<file path="src/rtl/ifetch_queue_pkg.sv">
// Shared fetch-side definitions: queue entry layout, default depth, PC width.
// Used by ifetch_queue and ifq_ptr.
package ifetch_queue_pkg;

  localparam int unsigned IFQ_DEPTH = 8;
  localparam int unsigned IFQ_PC_W  = 32;
  localparam int unsigned INSTR_W   = 32;

  // One queued fetch: instruction word plus its PC.
  typedef struct packed {
    logic [INSTR_W-1:0]  instr;
    logic [IFQ_PC_W-1:0] pc;
  } ifq_entry_t;

endpackage

</file>
<file path="src/rtl/ifq_ptr.sv">
// Wrapping pointer register for a DEPTH-entry circular buffer.
// Ports:
//   clk, rst  : clock, synchronous active-high reset (pointer -> 0)
//   inc       : advance by one, wrapping DEPTH-1 -> 0
//   clr       : force to 0 (has priority over inc)
//   ptr       : current pointer value
module ifq_ptr #(
  parameter int unsigned DEPTH = 8
) (
  input  logic                       clk,
  input  logic                       rst,
  input  logic                       inc,
  input  logic                       clr,
  output logic [$clog2(DEPTH)-1:0]   ptr
);

  localparam int unsigned PTR_W = $clog2(DEPTH);
  localparam logic [PTR_W-1:0] LAST = PTR_W'(DEPTH - 1);

  logic [PTR_W-1:0] ptr_n;

  // Next pointer: clear wins, otherwise wrap explicitly at the last slot.
  always_comb begin
    ptr_n = ptr;
    if (clr) begin
      ptr_n = '0;
    end else if (inc) begin
      ptr_n = (ptr == LAST) ? '0 : ptr + PTR_W'(1);
    end
  end

  // Pointer register.
  always_ff @(posedge clk) begin
    if (rst) begin
      ptr <= '0;
    end else begin
      ptr <= ptr_n;
    end
  end

endmodule

</file>
<file path="src/rtl/ifetch_queue.sv">
// Instruction fetch queue: circular buffer between fetch and decode.
// Optional same-cycle empty-queue bypass enabled by IFETCH_QUEUE_BYPASS_EN.
// Ports:
//   clk, rst                       : clock, synchronous active-high reset
//   enq_valid, enq_instr, enq_pc   : fetch side write
//   I_FIFO_Full                    : queue full (registered), feeds fetch stall
//   deq_ready                      : decode consumes the head
//   deq_valid, deq_instr, deq_pc   : head entry (data read straight from storage)
//   flush                          : discard everything (redirect/mispredict)
//   count                          : occupancy (registered)
// PC_W must not exceed IFQ_PC_W; storage holds IFQ_PC_W PC bits.
module ifetch_queue
  import ifetch_queue_pkg::*;
#(
  parameter int unsigned DEPTH = IFQ_DEPTH,
  parameter int unsigned PC_W  = IFQ_PC_W
) (
  input  logic                     clk,
  input  logic                     rst,
  input  logic                     enq_valid,
  input  logic [31:0]              enq_instr,
  input  logic [PC_W-1:0]          enq_pc,
  output logic                     I_FIFO_Full,
  input  logic                     deq_ready,
  output logic                     deq_valid,
  output logic [31:0]              deq_instr,
  output logic [PC_W-1:0]          deq_pc,
  input  logic                     flush,
  output logic [$clog2(DEPTH):0]   count
);

  localparam int unsigned PTR_W = $clog2(DEPTH);
  localparam int unsigned CNT_W = $clog2(DEPTH) + 1;
  localparam logic [CNT_W-1:0] FULL_CNT = CNT_W'(DEPTH);

  ifq_entry_t       mem [DEPTH];
  ifq_entry_t       wr_entry;
  ifq_entry_t       head_entry;

  logic [PTR_W-1:0] head;
  logic [PTR_W-1:0] tail;
  logic [CNT_W-1:0] count_q;
  logic [CNT_W-1:0] count_n;
  logic             full_q;
  logic             nonempty_q;

  logic             bypass_c;
  logic             do_enq_c;
  logic             do_deq_c;

  // Head/tail pointers; flush returns both to slot 0.
  ifq_ptr #(.DEPTH(DEPTH)) u_head_ptr (
    .clk (clk),
    .rst (rst),
    .inc (do_deq_c),
    .clr (flush),
    .ptr (head)
  );

  ifq_ptr #(.DEPTH(DEPTH)) u_tail_ptr (
    .clk (clk),
    .rst (rst),
    .inc (do_enq_c),
    .clr (flush),
    .ptr (tail)
  );

  // Bypass qualifier: empty queue seeing a live, unflushed enqueue.
`ifdef IFETCH_QUEUE_BYPASS_EN
  assign bypass_c = ~nonempty_q & enq_valid & ~flush;
`else
  assign bypass_c = 1'b0;
`endif

  // Handshake decode and next occupancy. A bypassed instruction that decode
  // takes in the same cycle is never written, so it does not count.
  always_comb begin
    do_deq_c = nonempty_q & deq_ready & ~flush;
    do_enq_c = enq_valid & ~full_q & ~flush & ~(bypass_c & deq_ready);
    count_n  = count_q;
    if (flush) begin
      count_n = '0;
    end else begin
      count_n = count_q + CNT_W'(do_enq_c) - CNT_W'(do_deq_c);
    end
  end

  // Occupancy and its registered status flags.
  always_ff @(posedge clk) begin
    if (rst) begin
      count_q    <= '0;
      full_q     <= 1'b0;
      nonempty_q <= 1'b0;
    end else begin
      count_q    <= count_n;
      full_q     <= (count_n == FULL_CNT);
      nonempty_q <= (count_n != '0);
    end
  end

  assign wr_entry.instr = enq_instr;
  assign wr_entry.pc    = IFQ_PC_W'(enq_pc);

  // Entry storage; contents are intentionally left unreset.
  always_ff @(posedge clk) begin
    if (do_enq_c) begin
      mem[tail] <= wr_entry;
    end
  end

  assign head_entry = mem[head];

  // Head presentation, optionally overridden by the bypassed enqueue.
  always_comb begin
    deq_valid = nonempty_q | bypass_c;
    deq_instr = head_entry.instr;
    deq_pc    = PC_W'(head_entry.pc);
`ifdef IFETCH_QUEUE_BYPASS_EN
    if (bypass_c) begin
      deq_instr = enq_instr;
      deq_pc    = enq_pc;
    end
`endif
  end

  assign I_FIFO_Full = full_q;
  assign count       = count_q;

endmodule

</file>
<file path="config.mk">
export PLATFORM = sky130hd
export DESIGN_NAME = ifetch_queue
export DESIGN_NICKNAME = d
export VERILOG_FILES = /design/src/rtl/ifetch_queue_pkg.sv /design/src/rtl/ifq_ptr.sv /design/src/rtl/ifetch_queue.sv
export SDC_FILE = /design/constraint.sdc
export NUM_CORES = 1
export LEC_CHECK = 0
export ABC_CLOCK_PERIOD_IN_PS = 6200
export CAP_MARGIN = 20
export CORE_MARGIN = 2
export CORE_UTILIZATION = 35
export CTS_CLUSTER_DIAMETER = 100
export DETAILED_ROUTE_END_ITERATION = 16
export PLACE_DENSITY = 0.54
export SLEW_MARGIN = 10
export SYNTH_ARGS = -nofsm -noshare
export SYNTH_HDL_FRONTEND = slang
export SYNTH_SLANG_ARGS = --single-unit
</file>
<file path="constraint.sdc">
create_clock -name clk -period 6.2 [get_ports clk]
set_clock_uncertainty 0.1 [all_clocks]
set_input_delay 0.62 -clock clk [delete_from_list [all_inputs] [get_ports clk]]
set_output_delay 0.62 -clock clk [all_outputs]
set_load 0.02 [all_outputs]
</file>
==> results.md <==
* Die Ht at approximately 240 µm
* Max_cap viols at 0
* GRT Total Usage at about 14%
* Finished Layout Cells at between 1,500 and 2,000
* Mux share of post-synthesis cell area at a little under a fifth
* First-pass detailed-route iteration total at 4
* Synth top cells by count: 512 x edfxtp_1, 128 x mux4_2, 64 x mux2_2
* Reg2Reg Launch Point: I_FIFO_Full$_SDFF_PP0_
* Post-Syn Nets at roughly 900
* Yosys warnings at 0
* Via/cell ratio at 4.87
* Clk_lat worst skew at between 0.5 and 0.6 ns
* Fill cell count at about 5,000
* WL met2 at 19,400 µm
* Initial core utilization at between 30 and 40%
* Achievable frequency at ~250 MHz
* Period utilisation layout at about two thirds
* IO Count at around 140
* Drt wl/cell at approximately 22 µm
* Synth Area in Simple Gates at less than 1%
* Largest family of logic cells by synthesized area: multiplexers
* DRC Markers at 0
* First-pass GRT wire length at slightly above 60,000 µm
* Clock tree from TritonCTS: built
* Post-cts resize count at 0
* Fin crit period at 4.05 ns
* Met1 WL at about 18,000 µm
* RSZ-0062 raised after global routing: no
* Hold buffer count at CTS at 0
* Synth Area per Inst at roughly 24 µm²
* Reg-to-reg endpoint: mem[2][34]$_DFFE_PP_
* Critical Path RT at 5.48 ns
* Nets at around 1,100
* Via Count at between 8,000 and 9,000
* Async set-reset flop share out of synthesis at 0%
* Worst Setup Start Kind: flop
* Vias in the first global route at approximately 9,700
* Distinct cells, synth at 30
* Top Metal Used: met5
* Die area at between 0.05 and 0.06 mm²
* Initial antenna violation count at 4
* Hold path depth at 2
* EDFF count, synth at 512
* Largest net degree at the start of global routing at about 130
* Yosys top cell by area: edfxtp_1
* Die width at 243 µm
* Buffers on Ports at ~140
* Post-synth top flop: edfxtp_1
* Post-synthesis register bit count at 527
* Root Buffer: clkbuf_16
* Post-Route WL at 40,200 µm
* CTS max path bufs at 3
* Layout cells sized above 1 at between 20 and 30%
* Placed Cells at roughly 1,700
* Top post-synthesis cells by area: edfxtp_1 77%, mux4_2 14%, mux2_2 3.6%
* Clk slew on worst S/H paths at 0.06 ns
* Cells after Synth at 820
* Slew @ Worst Pin at about 1.1 ns
* Clk sink count at ~530
* CP endpoint kind: output port
* Post-CTS setup-driven buffer insertion count at 0
* DPL Wire Length at roughly 21,000 µm
* Compound-Gate Fraction of Synth Area at 0.295%
* Worst R2R Setup Slack at roughly 3.5 ns
* Final Hold Viols at 0
* Post-Synth XOR/XNOR Area at less than 1%
* Sequential area share after synthesis at roughly four fifths
* Critical path type: reg2out
* Power, Total at 0.00724 W
* Worst Reg-to-Reg Cells at 4
* Max-slew violations at 0
* RD Place Congestion at between 0.6 and 0.7
* Power per cell area at ~300 mW/mm²
* Core area at ~0.056 mm²
* Hold Startpoint: u_head_ptr.ptr[1]$_SDFFE_PP0P_
* Final setup viols at 0
* LEAKAGE at slightly above 7 nW
* Rel. slew slack at between 20 and 30%
* Rows at 87
* VDD IR max at roughly 0.00022 V
* DR WL met3 at 2000 µm
* Post-synthesis adder-cell area fraction at less than 1%
* Yosys top cell area share at 77.2%
* First DRT Iteration DRCs at around 500
* Hold Crit Class: reg2reg
* Antenna viol nets, final at 0
* Crit path DAT at 3.33 ns
* Remaining global-route overflow at 0
* H-tree depth at 2
* Area grow syn2layout at 20.2%
* TritonCTS buffer count at 53
* Crit Path Max Fanout at 61
* Mapped cell area at between 0.015 and 0.02 mm²
* Sum Neg Setup Slack at 0 ns
* Outcome: complete, no violations
* Cell with the most instances after synthesis: edfxtp_1
==> flip-flops by register name, summed over array words and instances (netlist names), named ones only <==
name	cells
mem	512
count	4
u_head_ptr.ptr	3
u_tail_ptr.ptr	3
I_FIFO_Full	1
deq_valid	1
==> kinds of logic (layout without fill, tap and decap cells) <==
kind of cell / count (synthesis) / after routing
flip-flops: 527 / 527
multiplexers: 194 / 194
AND/OR/NAND/NOR: 40 / 40
buffers and inverters: 38 / 255
AO/OA/AOI/OAI: 10 / 10
adder cells (fa/ha/maj): 8 / 8
XOR/XNOR: 3 / 3
other: 0 / 2
==> placed cells by master, fill, tap and decap left out, types with 4 or more instances in the layout <==
cell type,instances
a21oi_1,7
nand2_1,8
clkbuf_16,54
edfxtp_1,512
clkdlybuf4s50_1,138
buf_12,4
nor2_1,7
ha_1,7
clkinv_1,19
mux4_2,128
buf_4,15
clkbuf_1,11
clkinvlp_4,4
nor2_4,6
dfxtp_1,12
mux2_2,64
==> how the worst max path moves through the flow <==
stage | from | endpoint | slack (ns) | depth (start not counted)
detailed placement | enq_valid | mem[3][37]$_DFFE_PP_ | 2.27 | 5
CTS | flop | deq_pc[30] | 2.02 | 4
global placement | enq_valid | mem[3][37]$_DFFE_PP_ | 2.30 | 5
global route | flop | deq_instr[1] | 1.94 | 4
finish | flop | deq_pc[30] | 2.15 | 4
floorplan | enq_valid | mem[0][0]$_DFFE_PP_ | 0.09 | 3
==> stage by stage <==
stage               setup slack [ns]  hold slack [ns]  utilization, %  instance area (µm²)
finish                          2.15            0.393            42.5                24000
global route                    1.94            0.415            42.5                24000
CTS                             2.02            0.394            42.4                23900
detailed placement              2.27            0.385            39.5                22300
global placement                2.30            0.373            39.5                22300
floorplan                     0.0944            0.362               -                19900
==> critical path, stage by stage (launching register included) <==
cell,delay (ns)
dfxtp_4,0.73
buf_12,0.47
mux4_2,0.58
mux2_2,0.30
clkdlybuf4s50_1,0.55
==> report_power, final <==
group | internal [W] | switching, W
Combinational | 0.000141 | 0.000146
Sequential | 0.00394 | 0.0000103
Clock | 0.00171 | 0.00129
==> routing by layer <==
layer	track usage (%)	vias to the layer above
met3	3.33	59
met2	22.2	171
met1	18.9	4667
met5	0	-
li1	-	3840
met4	3.55	4
==> final cells by class <==
class                           instances  area (µm²)  area share (%)
Antenna cell                            2        5.00          0.0209
Clock buffer                           65        1390            5.81
Clock inverter                         29         225           0.940
Inverter                                2        7.51          0.0313
Multi-Input combinational cell        255        4060            17.0
Sequential cell                       527       15700            65.5
Tap cell                              756         946            3.95
Timing Repair Buffer                  159        1630            6.80
Power figures use the tool's default switching activity.
